`src/rtl/debounce_pkg.sv`:
```
// -----------------------------------------------------------------------------
// debounce_pkg
//   Shared definitions for the switch debouncer bank.
//   - MODE_SPDT / MODE_SPST : contact arrangement selectors for the MODE
//                             parameter of switch_debounce_bank / debounce_ch.
//   - cnt_w_min()           : smallest counter width able to hold the value
//                             STABLE_CNT-1 (at least 1 bit).
// -----------------------------------------------------------------------------
package debounce_pkg;

  // Changeover contact: NO and NC both wired, break-before-make.
  localparam int MODE_SPDT = 0;
  // Single contact: only NO is wired, NC is ignored.
  localparam int MODE_SPST = 1;

  // Smallest w with 2**w > stable_cnt-1. The bound on w keeps the shift
  // inside a 32-bit int for absurd arguments.
  function automatic int cnt_w_min(input int stable_cnt);
    int w;
    w = 1;
    while ((w < 31) && ((1 << w) <= (stable_cnt - 1))) begin
      w = w + 1;
    end
    return w;
  endfunction

endpackage : debounce_pkg

```
`src/rtl/switch_debounce_bank_if.sv`:
```
// -----------------------------------------------------------------------------
// switch_debounce_bank_if
//   Bundles the per-channel contact inputs and the debounced outputs of
//   switch_debounce_bank. Clock and reset are kept as plain ports on the
//   design itself.
//
//   Signals (all N_CH wide unless noted):
//     NO      : normally-open contacts, active-low (0 = pressed), asynchronous
//     NC      : normally-closed contacts, active-low (0 = released), asynchronous
//     CLR_ERR : 1 bit, synchronous clear of every ERR bit
//     Q       : debounced level (1 = pressed)
//     RISE    : one-cycle pulse when Q goes 0->1
//     FALL    : one-cycle pulse when Q goes 1->0
//     TQ      : toggles on every RISE
//     ERR     : sticky contact-fault flag (both contacts active together)
//
//   Modports:
//     master : the side that owns the switches (drives NO/NC/CLR_ERR)
//     slave  : the debouncer bank
// -----------------------------------------------------------------------------
interface switch_debounce_bank_if #(
  parameter int N_CH = 4
);

  logic [N_CH-1:0] NO;
  logic [N_CH-1:0] NC;
  logic            CLR_ERR;
  logic [N_CH-1:0] Q;
  logic [N_CH-1:0] RISE;
  logic [N_CH-1:0] FALL;
  logic [N_CH-1:0] TQ;
  logic [N_CH-1:0] ERR;

  modport master (
    output NO,
    output NC,
    output CLR_ERR,
    input  Q,
    input  RISE,
    input  FALL,
    input  TQ,
    input  ERR
  );

  modport slave (
    input  NO,
    input  NC,
    input  CLR_ERR,
    output Q,
    output RISE,
    output FALL,
    output TQ,
    output ERR
  );

endinterface : switch_debounce_bank_if

```
`src/rtl/debounce_ch.sv`:
```
// -----------------------------------------------------------------------------
// debounce_ch
//   One debouncer channel: two-flop synchroniser per contact, candidate
//   decoding, stability counter, and the registered Q / RISE / FALL / TQ / ERR
//   outputs.
//
//   Parameters:
//     MODE       : MODE_SPDT (NO+NC) or MODE_SPST (NO only)
//     STABLE_CNT : consecutive cycles the candidate must differ from Q
//                  before Q takes it (>= 1)
//     CNT_W      : counter width, 2**CNT_W > STABLE_CNT-1
//
//   Ports:
//     clk_i      : clock
//     rst_i      : synchronous active-high reset
//     no_i       : raw NO contact, active-low, asynchronous
//     nc_i       : raw NC contact, active-low, asynchronous
//     clr_err_i  : synchronous clear of err_o (a fault in the same cycle wins)
//     q_o        : debounced level, 1 = pressed
//     rise_o     : one-cycle pulse in the first cycle q_o shows 1
//     fall_o     : one-cycle pulse in the first cycle q_o shows 0
//     tq_o       : toggles on every rise
//     err_o      : sticky "both contacts active" flag (SPDT only)
// -----------------------------------------------------------------------------
module debounce_ch
  import debounce_pkg::*;
#(
  parameter int MODE       = MODE_SPDT,
  parameter int STABLE_CNT = 50000,
  parameter int CNT_W      = 16
) (
  input  logic clk_i,
  input  logic rst_i,
  input  logic no_i,
  input  logic nc_i,
  input  logic clr_err_i,
  output logic q_o,
  output logic rise_o,
  output logic fall_o,
  output logic tq_o,
  output logic err_o
);

  // Count value at which the next differing cycle commits the candidate.
  localparam logic [CNT_W-1:0] CNT_LAST = CNT_W'(STABLE_CNT - 1);

  // Synchroniser stages; they idle at 1, the inactive contact level.
  logic no_s1_q;
  logic no_s2_q;
  logic nc_s1_q;
  logic nc_s2_q;

  logic [CNT_W-1:0] cnt_q;
  logic [CNT_W-1:0] cnt_d;
  logic             q_q;
  logic             q_d;
  logic             rise_q;
  logic             rise_d;
  logic             fall_q;
  logic             fall_d;
  logic             tq_q;
  logic             tq_d;
  logic             err_q;
  logic             err_d;

  logic             cand;
  logic             fault;

  // ---- Stage 0/1: two-flop synchroniser on each raw contact ----
  always_ff @(posedge clk_i) begin
    if (rst_i) begin
      no_s1_q <= 1'b1;
      no_s2_q <= 1'b1;
      nc_s1_q <= 1'b1;
      nc_s2_q <= 1'b1;
    end else begin
      no_s1_q <= no_i;
      no_s2_q <= no_s1_q;
      nc_s1_q <= nc_i;
      nc_s2_q <= nc_s1_q;
    end
  end

  // ---- Candidate decode from the synchronised contacts ----
  // In SPDT mode the in-flight (1,1) and illegal (0,0) states both hold the
  // current level, so a slow armature never resets Q by itself.
  always_comb begin
    cand  = q_q;
    fault = 1'b0;
    if (MODE == MODE_SPST) begin
      cand = ~no_s2_q;
    end else begin
      case ({no_s2_q, nc_s2_q})
        2'b01:   cand = 1'b1;
        2'b10:   cand = 1'b0;
        2'b00: begin
          cand  = q_q;
          fault = 1'b1;
        end
        default: cand = q_q;
      endcase
    end
  end

  // ---- Stability counter and output next-state ----
  // One cycle of agreement with Q discards any partial count. The counter
  // stops at CNT_LAST, so it can never wrap.
  always_comb begin
    cnt_d  = cnt_q;
    q_d    = q_q;
    rise_d = 1'b0;
    fall_d = 1'b0;
    tq_d   = tq_q;
    err_d  = err_q;

    if (cand == q_q) begin
      cnt_d = '0;
    end else if (cnt_q == CNT_LAST) begin
      cnt_d  = '0;
      q_d    = cand;
      rise_d = cand;
      fall_d = ~cand;
      tq_d   = tq_q ^ cand;
    end else begin
      cnt_d = cnt_q + CNT_W'(1);
    end

    // A fault seen in the same cycle as a clear request must stay visible.
    if (clr_err_i) begin
      err_d = 1'b0;
    end
    if (fault) begin
      err_d = 1'b1;
    end
  end

  // ---- Stage 2: registered level, pulses, toggle and fault flag ----
  always_ff @(posedge clk_i) begin
    if (rst_i) begin
      cnt_q  <= '0;
      q_q    <= 1'b0;
      rise_q <= 1'b0;
      fall_q <= 1'b0;
      tq_q   <= 1'b0;
      err_q  <= 1'b0;
    end else begin
      cnt_q  <= cnt_d;
      q_q    <= q_d;
      rise_q <= rise_d;
      fall_q <= fall_d;
      tq_q   <= tq_d;
      err_q  <= err_d;
    end
  end

  assign q_o    = q_q;
  assign rise_o = rise_q;
  assign fall_o = fall_q;
  assign tq_o   = tq_q;
  assign err_o  = err_q;

endmodule : debounce_ch

```
`src/rtl/switch_debounce_bank.sv`:
```
// -----------------------------------------------------------------------------
// switch_debounce_bank
//   Multi-channel contact debouncer. Every channel is an independent
//   debounce_ch instance with its own synchroniser and counter; only the
//   clock, reset and error-clear are shared.
//
//   Parameters:
//     N_CH       : number of channels
//     MODE       : MODE_SPDT (0, NO+NC contacts) or MODE_SPST (1, NO only)
//     STABLE_CNT : stable cycles required before Q changes (>= 1)
//     CNT_W      : counter width, 2**CNT_W > STABLE_CNT-1
//                  (debounce_pkg::cnt_w_min gives the minimum)
//
//   Ports:
//     CLKIN : sole clock
//     RST   : synchronous active-high reset
//     bus   : switch_debounce_bank_if slave modport
//             (NO, NC, CLR_ERR in; Q, RISE, FALL, TQ, ERR out)
// -----------------------------------------------------------------------------
module switch_debounce_bank
  import debounce_pkg::*;
#(
  parameter int N_CH       = 4,
  parameter int MODE       = MODE_SPDT,
  parameter int STABLE_CNT = 50000,
  parameter int CNT_W      = 16
) (
  input  logic                 CLKIN,
  input  logic                 RST,
  switch_debounce_bank_if.slave bus
);

  for (genvar ch = 0; ch < N_CH; ch++) begin : g_ch
    debounce_ch #(
      .MODE       (MODE),
      .STABLE_CNT (STABLE_CNT),
      .CNT_W      (CNT_W)
    ) u_ch (
      .clk_i     (CLKIN),
      .rst_i     (RST),
      .no_i      (bus.NO[ch]),
      .nc_i      (bus.NC[ch]),
      .clr_err_i (bus.CLR_ERR),
      .q_o       (bus.Q[ch]),
      .rise_o    (bus.RISE[ch]),
      .fall_o    (bus.FALL[ch]),
      .tq_o      (bus.TQ[ch]),
      .err_o     (bus.ERR[ch])
    );
  end

endmodule : switch_debounce_bank

```
`src/flat_wrapper.sv`:
```
// flat-port wrapper written by rule: the top's interface ports become plain ports
module switch_debounce_bank_flat import debounce_pkg::*;
#(
  parameter int N_CH       = 4,
  parameter int MODE       = MODE_SPDT,
  parameter int STABLE_CNT = 50000,
  parameter int CNT_W      = 16
)
  (CLKIN, RST, bus_NO, bus_NC, bus_CLR_ERR, bus_Q, bus_RISE, bus_FALL, bus_TQ, bus_ERR);
  switch_debounce_bank_if #(.N_CH(N_CH)) bus_i ();
  input  logic CLKIN;
  input  logic RST;
  input wire logic [$bits(bus_i.NO)-1:0] bus_NO;
  input wire logic [$bits(bus_i.NC)-1:0] bus_NC;
  input wire logic [$bits(bus_i.CLR_ERR)-1:0] bus_CLR_ERR;
  output wire logic [$bits(bus_i.Q)-1:0] bus_Q;
  output wire logic [$bits(bus_i.RISE)-1:0] bus_RISE;
  output wire logic [$bits(bus_i.FALL)-1:0] bus_FALL;
  output wire logic [$bits(bus_i.TQ)-1:0] bus_TQ;
  output wire logic [$bits(bus_i.ERR)-1:0] bus_ERR;
  assign bus_i.NO = bus_NO;
  assign bus_i.NC = bus_NC;
  assign bus_i.CLR_ERR = bus_CLR_ERR;
  assign bus_Q = bus_i.Q;
  assign bus_RISE = bus_i.RISE;
  assign bus_FALL = bus_i.FALL;
  assign bus_TQ = bus_i.TQ;
  assign bus_ERR = bus_i.ERR;
  switch_debounce_bank #(.N_CH(N_CH), .MODE(MODE), .STABLE_CNT(STABLE_CNT), .CNT_W(CNT_W)) u_core (.CLKIN(CLKIN), .RST(RST), .bus(bus_i));
endmodule
```
`config.mk`:
```
export PLATFORM = sky130hd
export DESIGN_NAME = switch_debounce_bank_flat
export DESIGN_NICKNAME = d
export VERILOG_FILES = /design/src/rtl/debounce_pkg.sv /design/src/rtl/switch_debounce_bank_if.sv /design/src/rtl/debounce_ch.sv /design/src/rtl/switch_debounce_bank.sv /design/src/flat_wrapper.sv
export SDC_FILE = /design/constraint.sdc
export NUM_CORES = 1
export LEC_CHECK = 0
export CORE_MARGIN = 1
export CORE_UTILIZATION = 60
export CTS_CLUSTER_SIZE = 10
export DETAILED_ROUTE_END_ITERATION = 16
export PLACE_DENSITY = 0.8
export SETUP_SLACK_MARGIN = 0.4
export SLEW_MARGIN = 0
export SYNTH_ARGS = -nofsm -noshare
export SYNTH_HDL_FRONTEND = slang
export SYNTH_SLANG_ARGS = --single-unit
export TNS_END_PERCENT = 5
```
`constraint.sdc`:
```
create_clock -name CLKIN -period 4.7 [get_ports CLKIN]
set_clock_uncertainty 0.15 [all_clocks]
set_input_delay 0.94 -clock CLKIN [delete_from_list [all_inputs] [get_ports CLKIN]]
set_output_delay 0.94 -clock CLKIN [all_outputs]
set_load 0.1 [all_outputs]
```
# After elaboration in Yosys (flattened, before gate mapping)
# Index checks and enable logic that the tools add are counted.
dict set report op_classes {
  bitwise_logic 16
  n_eq_ne 16
  n_mux 13
  add_sub_neg 4
  n_reduce_logical 20
}
# operator count
set ops {}
lappend ops {{adder 16 x 1 -> 16 bit (second input constant)} 4}
lappend ops {{== test 16 bit (second input constant)} 4}
lappend ops {{OR reduction 3 bit} 8}
lappend ops {{inverter 1 bit} 12}
lappend ops {{2-to-1 mux 1 bit} 9}
lappend ops {{== test 2 x 1 -> 1 bit (second input constant)} 4}
lappend ops {{== test 2 bit (second input constant)} 4}
lappend ops {{zero test 2 bit} 4}
lappend ops {{case mux 1 bit (2 select lines)} 4}
lappend ops {{AND reduction 2 bit} 4}
lappend ops {{nonzero test 2 bit} 4}
lappend ops {{== test 1 bit} 4}
lappend ops {{bitwise XOR 1 bit} 4}
dict set report word_totals {
  in_bits 11
  ff_bits 100
  wordCells 109
}

# Logic depth before layout (Yosys ltp)
# Gate-level depths: netlist (run 1).
dict set report depth {
  word_depth 5
  ltp_mapped 8
  mapped_depth_nobuf 6
}

# Hierarchy
# Synthesis (run 1) repeated with hierarchy kept, for this count alone.
dict set report hier_totals {
  cells_unflattened 460
  area_unflattened_um2 4154.0
}
# module seq_area_each_um2 n_inst cells_per_inst area_per_inst_um2
set by_module_without_submodules {}
lappend by_module_without_submodules {debounce_ch 500.5 4 115 1038.5}

# Least setup slack after synthesis (run 1)
# Ideal clock, no wire load.
dict set report synth_path {
  kind {input to register}
  startpoint {in RST}
  endpoint {reg u_core.g_ch[0].u_ch.cnt_q[10]}
  required_time_ns 4.422
  t_arrival_ns 1.944
  stages 6
  path_slack_ns 2.478
  setup_ns 0.128
  cell_sequence {clkbuf_1 nand3b_1 or2_2 clkbuf_1 clkbuf_1 nor2_1}
}
dict set report synth_via {
  elab_chain_cells 1
}
# item line_no
set synth_rtl {}
lappend synth_rtl {{start, declared} flat_wrapper.sv:12} ;# input logic RST;
lappend synth_rtl {{OR reduction 3 bit (no line)} n/a}
lappend synth_rtl {{end signal, assigned} debounce_ch.sv:147} ;# cnt_q <= cnt_d;
lappend synth_rtl {{end, declared} debounce_ch.sv:53} ;# logic [CNT_W-1:0] cnt_q;
# No other way between the ends.
# A chain may end at the register's enable or synchronous reset.

# Final worst setup path (run 1)
dict set report layout_path {
  startpoint {reg u_core.g_ch[0].u_ch.q_q}
  endpoint {out bus_Q[0]}
}
# item line_no
set layout_rtl {}
lappend layout_rtl {{start, declared} debounce_ch.sv:55} ;# logic q_q;
lappend layout_rtl {{start signal, assigned} debounce_ch.sv:148} ;# q_q <= q_d;
lappend layout_rtl {{end, declared} flat_wrapper.sv:16} ;# output wire logic [$bits(bus_i.Q)-1:0] bus_Q;
# No word-level cell between the ends.

==> impl_metrics.tcl, run 1 <==
set metrics [dict create \
    outcome "completed" \
    reg2reg_setup_slack_ns 2.46 \
    crit_path_cells "clkdlybuf4s50_1" \
    yosys.area.top_type_share 0.4698 \
    antennaDiodeCount 0 \
    synth_top_flop_cell "sky130_fd_sc_hd__dfxtp_1" \
    critical-path-slowest-cell "sky130_fd_sc_hd__clkdlybuf4s50_1" \
    clock_tree_from_tritoncts "built" \
    mappedNetlistArea_um2 4262 \
    final_period_minus_worst_setup_slack_ns 3.024 \
    antenna_violating_nets_post_route 0 \
    dr_total_vias 3056 \
    core_region_area_um2 6832 \
    hpwlAfterDp_mm 5.003 \
    critical_path.reg2reg.startpoint "u_core.g_ch[0].u_ch.cnt_q[11]" \
    cp_num_buf_inv 1 \
    multi_input_area_um2 1974 \
    cts.clk_slew.worst_paths_ns 0.09 \
    cts_inserted_buffers 9 \
    power-per-cell-area_nw_per_um2 312.5 \
    relSlewSlack 0.3223 \
    timing.hold.worst.class "flip-flop to flip-flop" \
    synth_async_sr_flop_share 0 \
    stdcell_count 581 \
    finalCritPeriodShare 0.6435 \
    grt_pass1_vias 2866 \
    ir_worst_vdd_uv 154.3 \
    pin_count_of_the_biggest_net_entering_global_routing 29 \
    path_max_fanout 5 \
    numPlacedInstances 568 \
    grt_overflow 0 \
    worst_hold_launch "u_core.g_ch[2].u_ch.nc_s1_q" \
    clock_tree.htree_level_count 3 \
    cts.path.max_buffers 2 \
    initial_core_util 0.6238 \
    tightest_slew_ns 1.013 \
    seq_area_frac_synth 0.4698 \
    worst-endpoint-arrival_ns 1.93 \
    syn_nets 496 \
    place_congestion 0.8024 \
    synth_edf_count 0 \
    yosysWarningCount 0 \
    number_of_antenna_violations_at_the_first_check_in_global_routing 0 \
    netlist.top_cell.by_area "sky130_fd_sc_hd__dfxtp_1" \
    vertical_die_dimension_um 86.28 \
    power.static_leakage_uw 0.001514 \
    synth.avg_cell_area_um2 9.010 \
    cts_setup_buffers 0 \
    timing_max_transition_violations_final 0 \
    rsz0062_at_grt "false" \
    synthMostInstantiatedCell "sky130_fd_sc_hd__dfxtp_1" \
    synthToLayoutAreaGrowth_pct 10.33 \
    die_width_um 86.28 \
    rr_worst_depth 4 \
    cp.depth 1 \
    wirelength_mm 7.177 \
    ys_top_cells_by_count "sky130_fd_sc_hd__dfxtp_1, sky130_fd_sc_hd__nor2_1, sky130_fd_sc_hd__xnor2_1" \
    cp-end-kind "output port" \
    drc_errors 0 \
    clock_sink_count 100 \
    port-buffer-count 30 \
    setup-tns-final_ns 0 \
    max_cap_viol_count 0 \
    critPathKind "flip-flop to output port" \
    cp-start-kind "flip-flop" \
    layout-drive-gt1-share 0.06804 \
    ys_types 35 \
    clock_tree.root_cell "sky130_fd_sc_hd__clkbuf_8" \
    rows 30 \
    wire_length_of_the_first_global_routing_pass_mm 12.50 \
    critPathTopFamily "buffers and inverters" \
    timing.critical_path.slowest_cell_delay_ns 1.16 \
    postSynthRegisterBits 100 \
    cts-resized-gates 0 \
    area_of_the_die_um2 7443 \
    detail_route.vias_per_cell 5.260 \
    routed_wire_per_std_cell_um 12.35 \
    synthCells 473 \
    drt-initial-drc-count 60 \
    worst_r2r_endpoint "u_core.g_ch[0].u_ch.tq_o" \
    setup_viol 0 \
    final-hold-violation-count 0 \
    critical_path_required_ns 3.61 \
    clock_latency_ns 0.35 \
    post-layout-total-power_uw 1469 \
    crit_start "u_core.g_ch[0].u_ch.q_o" \
    ios 31 \
    cp_capture_point "bus_Q[0]" \
    max_freq_mhz 330.7 \
    synth_top_cells_by_area "sky130_fd_sc_hd__dfxtp_1, sky130_fd_sc_hd__xnor2_1, sky130_fd_sc_hd__nor2_1" \
    seqCellArea_um2 2002 \
    drt-pass1-iter-count 4 \
    quantity_of_hold_fixing_buffers_added_after_cts 0 \
    final_nets 506 \
    layout.filler_cells 551 \
    grt_use_total 0.2120 \
]
layout by cell type (no fill, tap or decap):
cell type,n
sky130_fd_sc_hd__buf_4,1
sky130_fd_sc_hd__or4_1,5
sky130_fd_sc_hd__inv_1,23
sky130_fd_sc_hd__nor2_1,85
sky130_fd_sc_hd__dfxtp_1,100
sky130_fd_sc_hd__clkdlybuf4s50_1,30
sky130_fd_sc_hd__nor2b_1,2
sky130_fd_sc_hd__nand3b_1,3
sky130_fd_sc_hd__nand2_1,18
sky130_fd_sc_hd__nand3_1,21
sky130_fd_sc_hd__nor3b_1,2
sky130_fd_sc_hd__nand4b_1,3
sky130_fd_sc_hd__nor4b_1,3
sky130_fd_sc_hd__or3_1,3
sky130_fd_sc_hd__clkbuf_8,11
sky130_fd_sc_hd__o21ai_0,3
sky130_fd_sc_hd__xnor2_1,50
sky130_fd_sc_hd__xor2_1,10
sky130_fd_sc_hd__a21oi_1,8
sky130_fd_sc_hd__nor4_1,22
sky130_fd_sc_hd__ha_1,12
sky130_fd_sc_hd__and3_1,2
sky130_fd_sc_hd__or4bb_1,2
sky130_fd_sc_hd__nor4bb_1,2
sky130_fd_sc_hd__nand4_1,16
sky130_fd_sc_hd__bufinv_16,2
sky130_fd_sc_hd__nand2b_1,4
sky130_fd_sc_hd__mux2_2,1
sky130_fd_sc_hd__mux2i_1,4
sky130_fd_sc_hd__nor3_1,15
sky130_fd_sc_hd__nand4bb_1,1
sky130_fd_sc_hd__a41o_1,1
sky130_fd_sc_hd__and2_1,1
sky130_fd_sc_hd__and4_1,1
sky130_fd_sc_hd__or2_2,18
layer usage:
metal | GRT usage | wire length, um | up-vias
met2 | 0.3615 | 3542 | 36
met5 | 0 | 0 | -
met4 | 0.06818 | 81 | 0
li1 | - | - | 1584
met1 | 0.2497 | 3287 | 1431
met3 | 0.07429 | 266 | 5
sequential cells by signal, indices dropped and copies added, names as in the netlist:
signal,flops
u_core.g_ch.u_ch.nc_s1_q,4
u_core.g_ch.u_ch.q_o,4
u_core.g_ch.u_ch.fall_o,4
u_core.g_ch.u_ch.rise_o,4
u_core.g_ch.u_ch.tq_o,4
u_core.g_ch.u_ch.err_o,4
u_core.g_ch.u_ch.no_s2_q,4
u_core.g_ch.u_ch.no_s1_q,4
u_core.g_ch.u_ch.nc_s2_q,4
u_core.g_ch.u_ch.cnt_q,64
stage by stage:
| stage | instance area [um^2] | utilization | worst slack [ns] | hold WS, ns |
|---|---|---|---|---|
| 2_1_floorplan | 4262 | - | 2.478 | 0.2395 |
| 3_3_place_gp | 4491 | 0.6573 | 1.619 | 0.2436 |
| 3_5_place_dp | 4491 | 0.6573 | 1.521 | 0.2434 |
| 4_1_cts | 4702 | 0.6883 | 1.651 | 0.2691 |
| 5_1_grt | 4702 | 0.6883 | 1.605 | 0.2775 |
| 6_report | 4702 | 0.6883 | 1.676 | 0.2652 |
final cells by class:
| cell class | count | area share |
|---|---|---|
| Multi-Input combinational cell | 318 | 0.4199 |
| Sequential cell | 100 | 0.4258 |
| Clock inverter | 2 | 0.01277 |
| Tap cell | 96 | 0.02555 |
| Timing Repair Buffer | 31 | 0.06546 |
| Inverter | 23 | 0.01836 |
| Clock buffer | 11 | 0.03220 |
cell families (layout without fill, tap and decap cells):
family                   after synthesis  count (layout)  share of synthesized area
XOR/XNOR                              60              60                     0.1233
multiplexers                           5               5                    0.01204
AO/OA/AOI/OAI                         12              12                    0.01527
flip-flops                           100             100                     0.4698
AND/OR/NAND/NOR                      229             229                     0.2775
buffers and inverters                 55              67                    0.06694
adder cells (fa/ha/maj)               12              12                    0.03523
worst min-delay path by stage:
stage | endpoint | slack [ns] | cells after the start
floorplan | u_core.g_ch[0].u_ch.nc_s2_q | 0.24 | 1
global placement | u_core.g_ch[1].u_ch.nc_s2_q | 0.24 | 1
detailed placement | u_core.g_ch[1].u_ch.no_s2_q | 0.24 | 1
CTS | u_core.g_ch[2].u_ch.nc_s2_q | 0.27 | 1
global route | u_core.g_ch[3].u_ch.no_s2_q | 0.28 | 1
finish | u_core.g_ch[2].u_ch.nc_s2_q | 0.27 | 1
report_power, final:
part	switching, uW	total [uW]	internal, uW
logic	17.8	35.2	17.5
registers	2.08	855	853
clock network	259	579	320
Power figures use the tool's default switching activity.
==> run 2: changes to the inputs <==
--- a/config.mk
+++ b/config.mk
@@ -6,10 +6,10 @@
 export NUM_CORES = 1
 export LEC_CHECK = 0
 export CORE_MARGIN = 1
-export CORE_UTILIZATION = 60
+export CORE_UTILIZATION = 58
 export CTS_CLUSTER_SIZE = 10
 export DETAILED_ROUTE_END_ITERATION = 16
-export PLACE_DENSITY = 0.8
+export PLACE_DENSITY = 0.78
 export SETUP_SLACK_MARGIN = 0.4
 export SLEW_MARGIN = 0
 export SYNTH_ARGS = -nofsm -noshare
==> constraint.sdc (replaced) <==
create_clock -name CLKIN -period 2.87 [get_ports CLKIN]
set_clock_uncertainty 0.15 [all_clocks]
set_input_delay 0.574 -clock CLKIN [delete_from_list [all_inputs] [get_ports CLKIN]]
set_output_delay 0.574 -clock CLKIN [all_outputs]
set_load 0.1 [all_outputs]
==> run 2 against run 1 <==
Net effect:
- non-clock buffer count increased by 1
- utilization down 1.5 points
- sequential cell count did not move
- sequential power is 64% higher
- critical path depth increased by 3
- first-iteration DRC count is 30% higher
- critical endpoint is now u_core.g_ch[0].u_ch.tq_o
==> impl_metrics.tcl, run 2 (synthesis results as in run 1) <==
set metrics [dict create \
    tightest_slew_ns 0.4820 \
    p_seq_frac 0.575 \
    final_nets 507 \
    routed_wire_per_std_cell_um 12.22 \
    power.internal_uw 1945 \
    clock_tree.root_cell "sky130_fd_sc_hd__clkbuf_8" \
    clock_tree.htree_level_count 3 \
    detail_route.vias_per_cell 5.256 \
    clock_sink_count 100 \
    grt_overflow 0 \
    vertical_die_dimension_um 87.72 \
    critical_path_required_ns 3.01 \
    layout.filler_cells 561 \
    wirelength_mm 7.150 \
    critical-path-slowest-cell "sky130_fd_sc_hd__or4_1" \
    reg2reg_setup_slack_ns 0.60 \
    cpMostUsedCell "sky130_fd_sc_hd__or4_1" \
    final-hold-violation-count 0 \
    timing_max_transition_violations_final 0 \
    rsz0062_at_grt "false" \
    power-per-cell-area_nw_per_um2 521.2 \
    power_switching_share 0.2016 \
    critPathKind "flip-flop to flip-flop" \
    cts_inserted_buffers 9 \
    die_width_um 87.72 \
    layout_setup_ws_ns 0.6032 \
    largest-register "u_core.g_ch.u_ch.cnt_q" \
    drt-initial-drc-count 78 \
    cp-end-kind "flip-flop" \
    path_max_fanout 6 \
    cts.path.max_buffers 2 \
    dr_total_vias 3075 \
    crit_path_cells "or4_1 -> or4_1 -> or3_1 -> a21oi_1" \
    wire_length_of_the_first_global_routing_pass_mm 12.14 \
    initial_core_util 0.6137 \
    pin_count_of_the_biggest_net_entering_global_routing 22 \
    hold_path_depth 1 \
    clock_tree_from_tritoncts "built" \
    timing.hold.worst.class "flip-flop to flip-flop" \
    core_region_area_um2 6944 \
    rows 30 \
    layout-drive-gt1-share 0.1166 \
    relSlewSlack 0.6757 \
    synthToLayoutAreaGrowth_pct 9.689 \
    ios 31 \
    antennaDiodeCount 0 \
    max_freq_mhz 441.2 \
    final_period_minus_worst_setup_slack_ns 2.267 \
    number_of_antenna_violations_at_the_first_check_in_global_routing 0 \
    cts_setup_buffers 0 \
    worst-endpoint-arrival_ns 2.40 \
    drc_errors 0 \
    clock_power_share 0.401 \
    grt_use_total 0.2013 \
    timing.critical_path.slowest_cell_delay_ns 0.60 \
    setup_viol 0 \
    combPwrFrac 0.024 \
    final_common_cell "sky130_fd_sc_hd__dfxtp_1" \
    largest_register_ffs 64 \
    clock_latency_ns 0.35 \
    drt-pass1-iter-count 7 \
    place_congestion 0.7914 \
    dpl_worst_slack_ns 0.3480 \
    cp-start-kind "flip-flop" \
    outcome "completed" \
    grt_pass1_vias 2849 \
    max_cap_viol_count 0 \
    hpwlAfterDp_mm 5.022 \
    layout.cells.most_common_list "sky130_fd_sc_hd__dfxtp_1, sky130_fd_sc_hd__nor2_1, sky130_fd_sc_hd__xnor2_1, sky130_fd_sc_hd__inv_1" \
    antenna_violating_nets_post_route 0 \
    ir_worst_vdd_uv 254.0 \
    finalCritPeriodShare 0.7898 \
    area_of_the_die_um2 7694 \
    power_switching_uw 491.2 \
    port-buffer-count 30 \
    setup-tns-final_ns 0 \
    cts.clk_slew.worst_paths_ns 0.09 \
    rr_worst_depth 4 \
    power.static_leakage_uw 0.001567 \
]
==> run 2: per-stage QoR <==
stage	util	instance area, um^2	power (uW)	hold WS [ns]	std cells
after floorplan	-	4262	1469	0.2395	473
after global placement	0.6405	4448	1491	0.2415	569
after detailed placement	0.6405	4448	1492	0.2462	569
after CTS	0.6728	4672	2466	0.2649	585
after global routing	0.6732	4674	2526	0.2777	585
final	0.6732	4674	2436	0.2657	585
==> run 2: cell type report <==
class                           count  area (um^2)  area share
Sequential cell                   100         2002      0.4283
Multi-Input combinational cell    318         1977      0.4229
Timing Repair Buffer               32        265.3     0.05675
Clock buffer                       11        141.4     0.03025
Tap cell                           96        120.1     0.02570
Inverter                           23        86.33     0.01847
Clock inverter                      5        82.58     0.01767
==> run 2: critical path, delay by kind of cell, from the launching register on <==
kind / cells / cell delay (ns)
AO/OA/AOI/OAI: 1 / 0.17
AND/OR/NAND/NOR: 3 / 1.51
flip-flops: 1 / 0.37
==> run 2: final timing paths <==
kind / start / end
worst max-delay path: u_core.g_ch[0].u_ch.cnt_q[11] / u_core.g_ch[0].u_ch.tq_o
worst min register to register: u_core.g_ch[3].u_ch.no_s1_q / u_core.g_ch[3].u_ch.no_s2_q
worst min-delay path: u_core.g_ch[3].u_ch.no_s1_q / u_core.g_ch[3].u_ch.no_s2_q
worst max register to register: u_core.g_ch[0].u_ch.cnt_q[11] / u_core.g_ch[0].u_ch.tq_o
==> run 2: power by group through the flow <==
stage	Sequential (uW)	Combinational [uW]	Clock, uW
floorplan	1430	36.2	0
global placement	1430	57.3	0
detailed placement	1430	58.1	0
CTS	1400	58.5	1010
global route	1400	64.6	1060
finish	1400	57.8	978
==> run 2: per-layer routing <==
metal	global-route usage	up-vias	wire length, um
li1	-	1583	-
met1	0.2451	1417	3361
met2	0.3425	65	3418
met3	0.04901	10	279
met4	0.07899	0	91
met5	0	-	0
==> run 2: repair_timing <==
action / CTS / global route
hold buffers: 0 / 0
endpoints found under the hold margin: 0 / 0
endpoints found under the setup margin: 0 / 1
gates resized for setup: 0 / 1
==> run 3: changes to the inputs <==
--- a/config.mk
+++ b/config.mk
@@ -6,10 +6,10 @@
 export NUM_CORES = 1
 export LEC_CHECK = 0
 export CORE_MARGIN = 1
-export CORE_UTILIZATION = 58
+export CORE_UTILIZATION = 52
 export CTS_CLUSTER_SIZE = 10
 export DETAILED_ROUTE_END_ITERATION = 16
-export PLACE_DENSITY = 0.78
+export PLACE_DENSITY = 0.74
 export SETUP_SLACK_MARGIN = 0.4
 export SLEW_MARGIN = 0
 export SYNTH_ARGS = -nofsm -noshare
==> constraint.sdc (replaced) <==
create_clock -name CLKIN -period 2 [get_ports CLKIN]
set_clock_uncertainty 0.15 [all_clocks]
set_input_delay 0.4 -clock CLKIN [delete_from_list [all_inputs] [get_ports CLKIN]]
set_output_delay 0.4 -clock CLKIN [all_outputs]
set_load 0.1 [all_outputs]
==> run 3 against run 2 <==
Net effect:
- the run now ends with negative setup slack left
- final cell count up 5.8%
- die area grew 11%
- global-route usage increased by 1.5 points
- critical endpoint is now u_core.g_ch[1].u_ch.tq_o
- highest routed layer unchanged
==> impl_metrics.tcl, run 3 (synthesis results as in run 1) <==
set metrics [dict create \
    outcome "complete, but fails checks" \
    violations_in_the_final_reports "negative setup slack" \
    place_congestion 0.8072 \
    power_switching_share 0.2041 \
    final_common_cell "sky130_fd_sc_hd__dfxtp_1" \
    largest_register_ffs 64 \
    final_design_area_excluding_fillers_um2 5645 \
    cpMostUsedCell "sky130_fd_sc_hd__or4_4" \
    critical-path-slowest-cell "sky130_fd_sc_hd__or4_4" \
    relSlewSlack 0.6410 \
    critPathTopFamily "simple AND/OR/NAND/NOR gates" \
    cp-end-kind "flip-flop" \
    grt_pass1_vias 3318 \
    clock_tree.htree_level_count 3 \
    hpwlAfterDp_mm 5.545 \
    layout.filler_cells 567 \
    clock_latency_ns 0.36 \
    ios 31 \
    place_area_um2 4930 \
    clock_tree_from_tritoncts "built" \
    cts.path.max_buffers 2 \
    core_region_area_um2 7807 \
    timing.hold.worst.class "flip-flop to flip-flop" \
    layout.cells.most_common_list "sky130_fd_sc_hd__dfxtp_1, sky130_fd_sc_hd__nor2_1, sky130_fd_sc_hd__xnor2_1, sky130_fd_sc_hd__buf_4, sky130_fd_sc_hd__dfxtp_2" \
    max_cap_viol_count 0 \
    max_freq_mhz 483.1 \
    detail_route.vias_per_cell 5.326 \
    drt-initial-drc-count 101 \
    antennaDiodeCount 0 \
    tightest_slew_ns 0.5369 \
    critPathKind "flip-flop to flip-flop" \
    grt_overflow 0 \
    number_of_antenna_violations_at_the_first_check_in_global_routing 0 \
    timing.critical_path.slowest_cell_delay_ns 0.54 \
    dr_total_vias 3297 \
    vertical_die_dimension_um 92.53 \
    area_of_the_die_um2 8562 \
    die_width_um 92.53 \
    dpl_worst_slack_ns -0.02285 \
    antenna_violating_nets_post_route 0 \
    finalCritPeriodShare 1.035 \
    drc_errors 0 \
    cp_num_buf_inv 0 \
    final-hold-violation-count 0 \
    rows 32 \
    initial_core_util 0.5458 \
    cts_inserted_buffers 9 \
    clock_power_share 0.403 \
    port-buffer-count 30 \
    grt_use_total 0.2167 \
    crit_path_cells "or4_4 -> or4_4 -> or3_4 -> a21oi_2" \
    path_max_fanout 3 \
    layout-drive-gt1-share 0.3443 \
    layout_setup_ws_ns -0.07005 \
    clock_tree.root_cell "sky130_fd_sc_hd__clkbuf_8" \
    final_nets 536 \
    combPwrFrac 0.029 \
    power_switching_uw 723.1 \
    worst-endpoint-arrival_ns 2.22 \
    cp-start-kind "flip-flop" \
    rsz0062_at_grt "true" \
    p_seq_frac 0.567 \
    drt-pass1-iter-count 4 \
    final_period_minus_worst_setup_slack_ns 2.070 \
    setup-tns-final_ns -0.07005 \
    wirelength_mm 8.781 \
    ir_worst_vdd_uv 374.9 \
    cts.clk_slew.worst_paths_ns 0.09 \
    utilization 0.7231 \
    clock_sink_count 100 \
    wire_length_of_the_first_global_routing_pass_mm 14.76 \
    timing_max_transition_violations_final 0 \
    largest-register "u_core.g_ch.u_ch.cnt_q" \
    power.internal_uw 2820 \
    routed_wire_per_std_cell_um 14.19 \
    holdWs_ns 0.2626 \
    setup_viol 1 \
    critical_path_required_ns 2.15 \
    synthToLayoutAreaGrowth_pct 32.47 \
    pin_count_of_the_biggest_net_entering_global_routing 16 \
    power-per-cell-area_nw_per_um2 627.6 \
    power.static_leakage_uw 0.001815 \
]
run 3: cell count changes in the layout (fill, tap and decap cells not counted), sizes merged:
cell,before,now
buf,22,51
clkinv,2,1
clkinvlp,0,1
inv,24,23
run 3: metrics by stage:
stage | total power [uW] | instances
after global routing | 3660 | 619
after detailed placement | 2149 | 602
after CTS | 3566 | 619
final | 3543 | 619
after floorplan | 2109 | 473
after global placement | 2146 | 602
run 3: path summary, 6_finish.rpt:
path / start / end / slack [ns] / cells after the start
setup / recovery: u_core.g_ch[1].u_ch.cnt_q[13] / u_core.g_ch[1].u_ch.tq_o / -0.07 / 4
hold reg to reg: u_core.g_ch[3].u_ch.no_s1_q / u_core.g_ch[3].u_ch.no_s2_q / 0.26 / 1
hold / removal: u_core.g_ch[3].u_ch.no_s1_q / u_core.g_ch[3].u_ch.no_s2_q / 0.26 / 1
setup reg to reg: u_core.g_ch[1].u_ch.cnt_q[13] / u_core.g_ch[1].u_ch.tq_o / -0.07 / 4
run 3: what timing repair did:
action | in CTS | in global routing
gates cloned | 1 | 0
pin swaps | 40 | 66
resized for setup | 69 | 45
buffers inserted | 1 | 0
hold buffers | 0 | 0
setup endpoints to repair | 78 | 79
run 3: final cells by class:
class	count	area [um^2]	area share
timing repair buffer	61	779.5	0.1381
tap	102	127.6	0.02261
inverter	23	86.33	0.01529
clock buffer	11	151.4	0.02682
sequential	100	2039	0.3613
clock inverter	4	72.57	0.01285
multi-input combinational	318	2389	0.4231
run 3: power by group through the flow:
stage	clock, uW	sequential (uW)	combinational [uW]
after CTS	1450	2010	100
after global placement	0	2060	88.9
after floorplan	0	2060	52.8
final	1430	2010	104
after global routing	1530	2010	114
after detailed placement	0	2060	90.5
run 3: worst reg2reg max path: stages (launching register included):
cell                      delay (ns)
sky130_fd_sc_hd__dfxtp_1        0.32
sky130_fd_sc_hd__or4_4          0.54
sky130_fd_sc_hd__or4_4          0.54
sky130_fd_sc_hd__or3_4          0.34
sky130_fd_sc_hd__a21oi_2        0.11
run 3: routing by layer:
metal	track usage	wire, um
met5	0	0
met4	0.1003	165
met3	0.04187	283
met2	0.3753	4614
met1	0.2578	3718
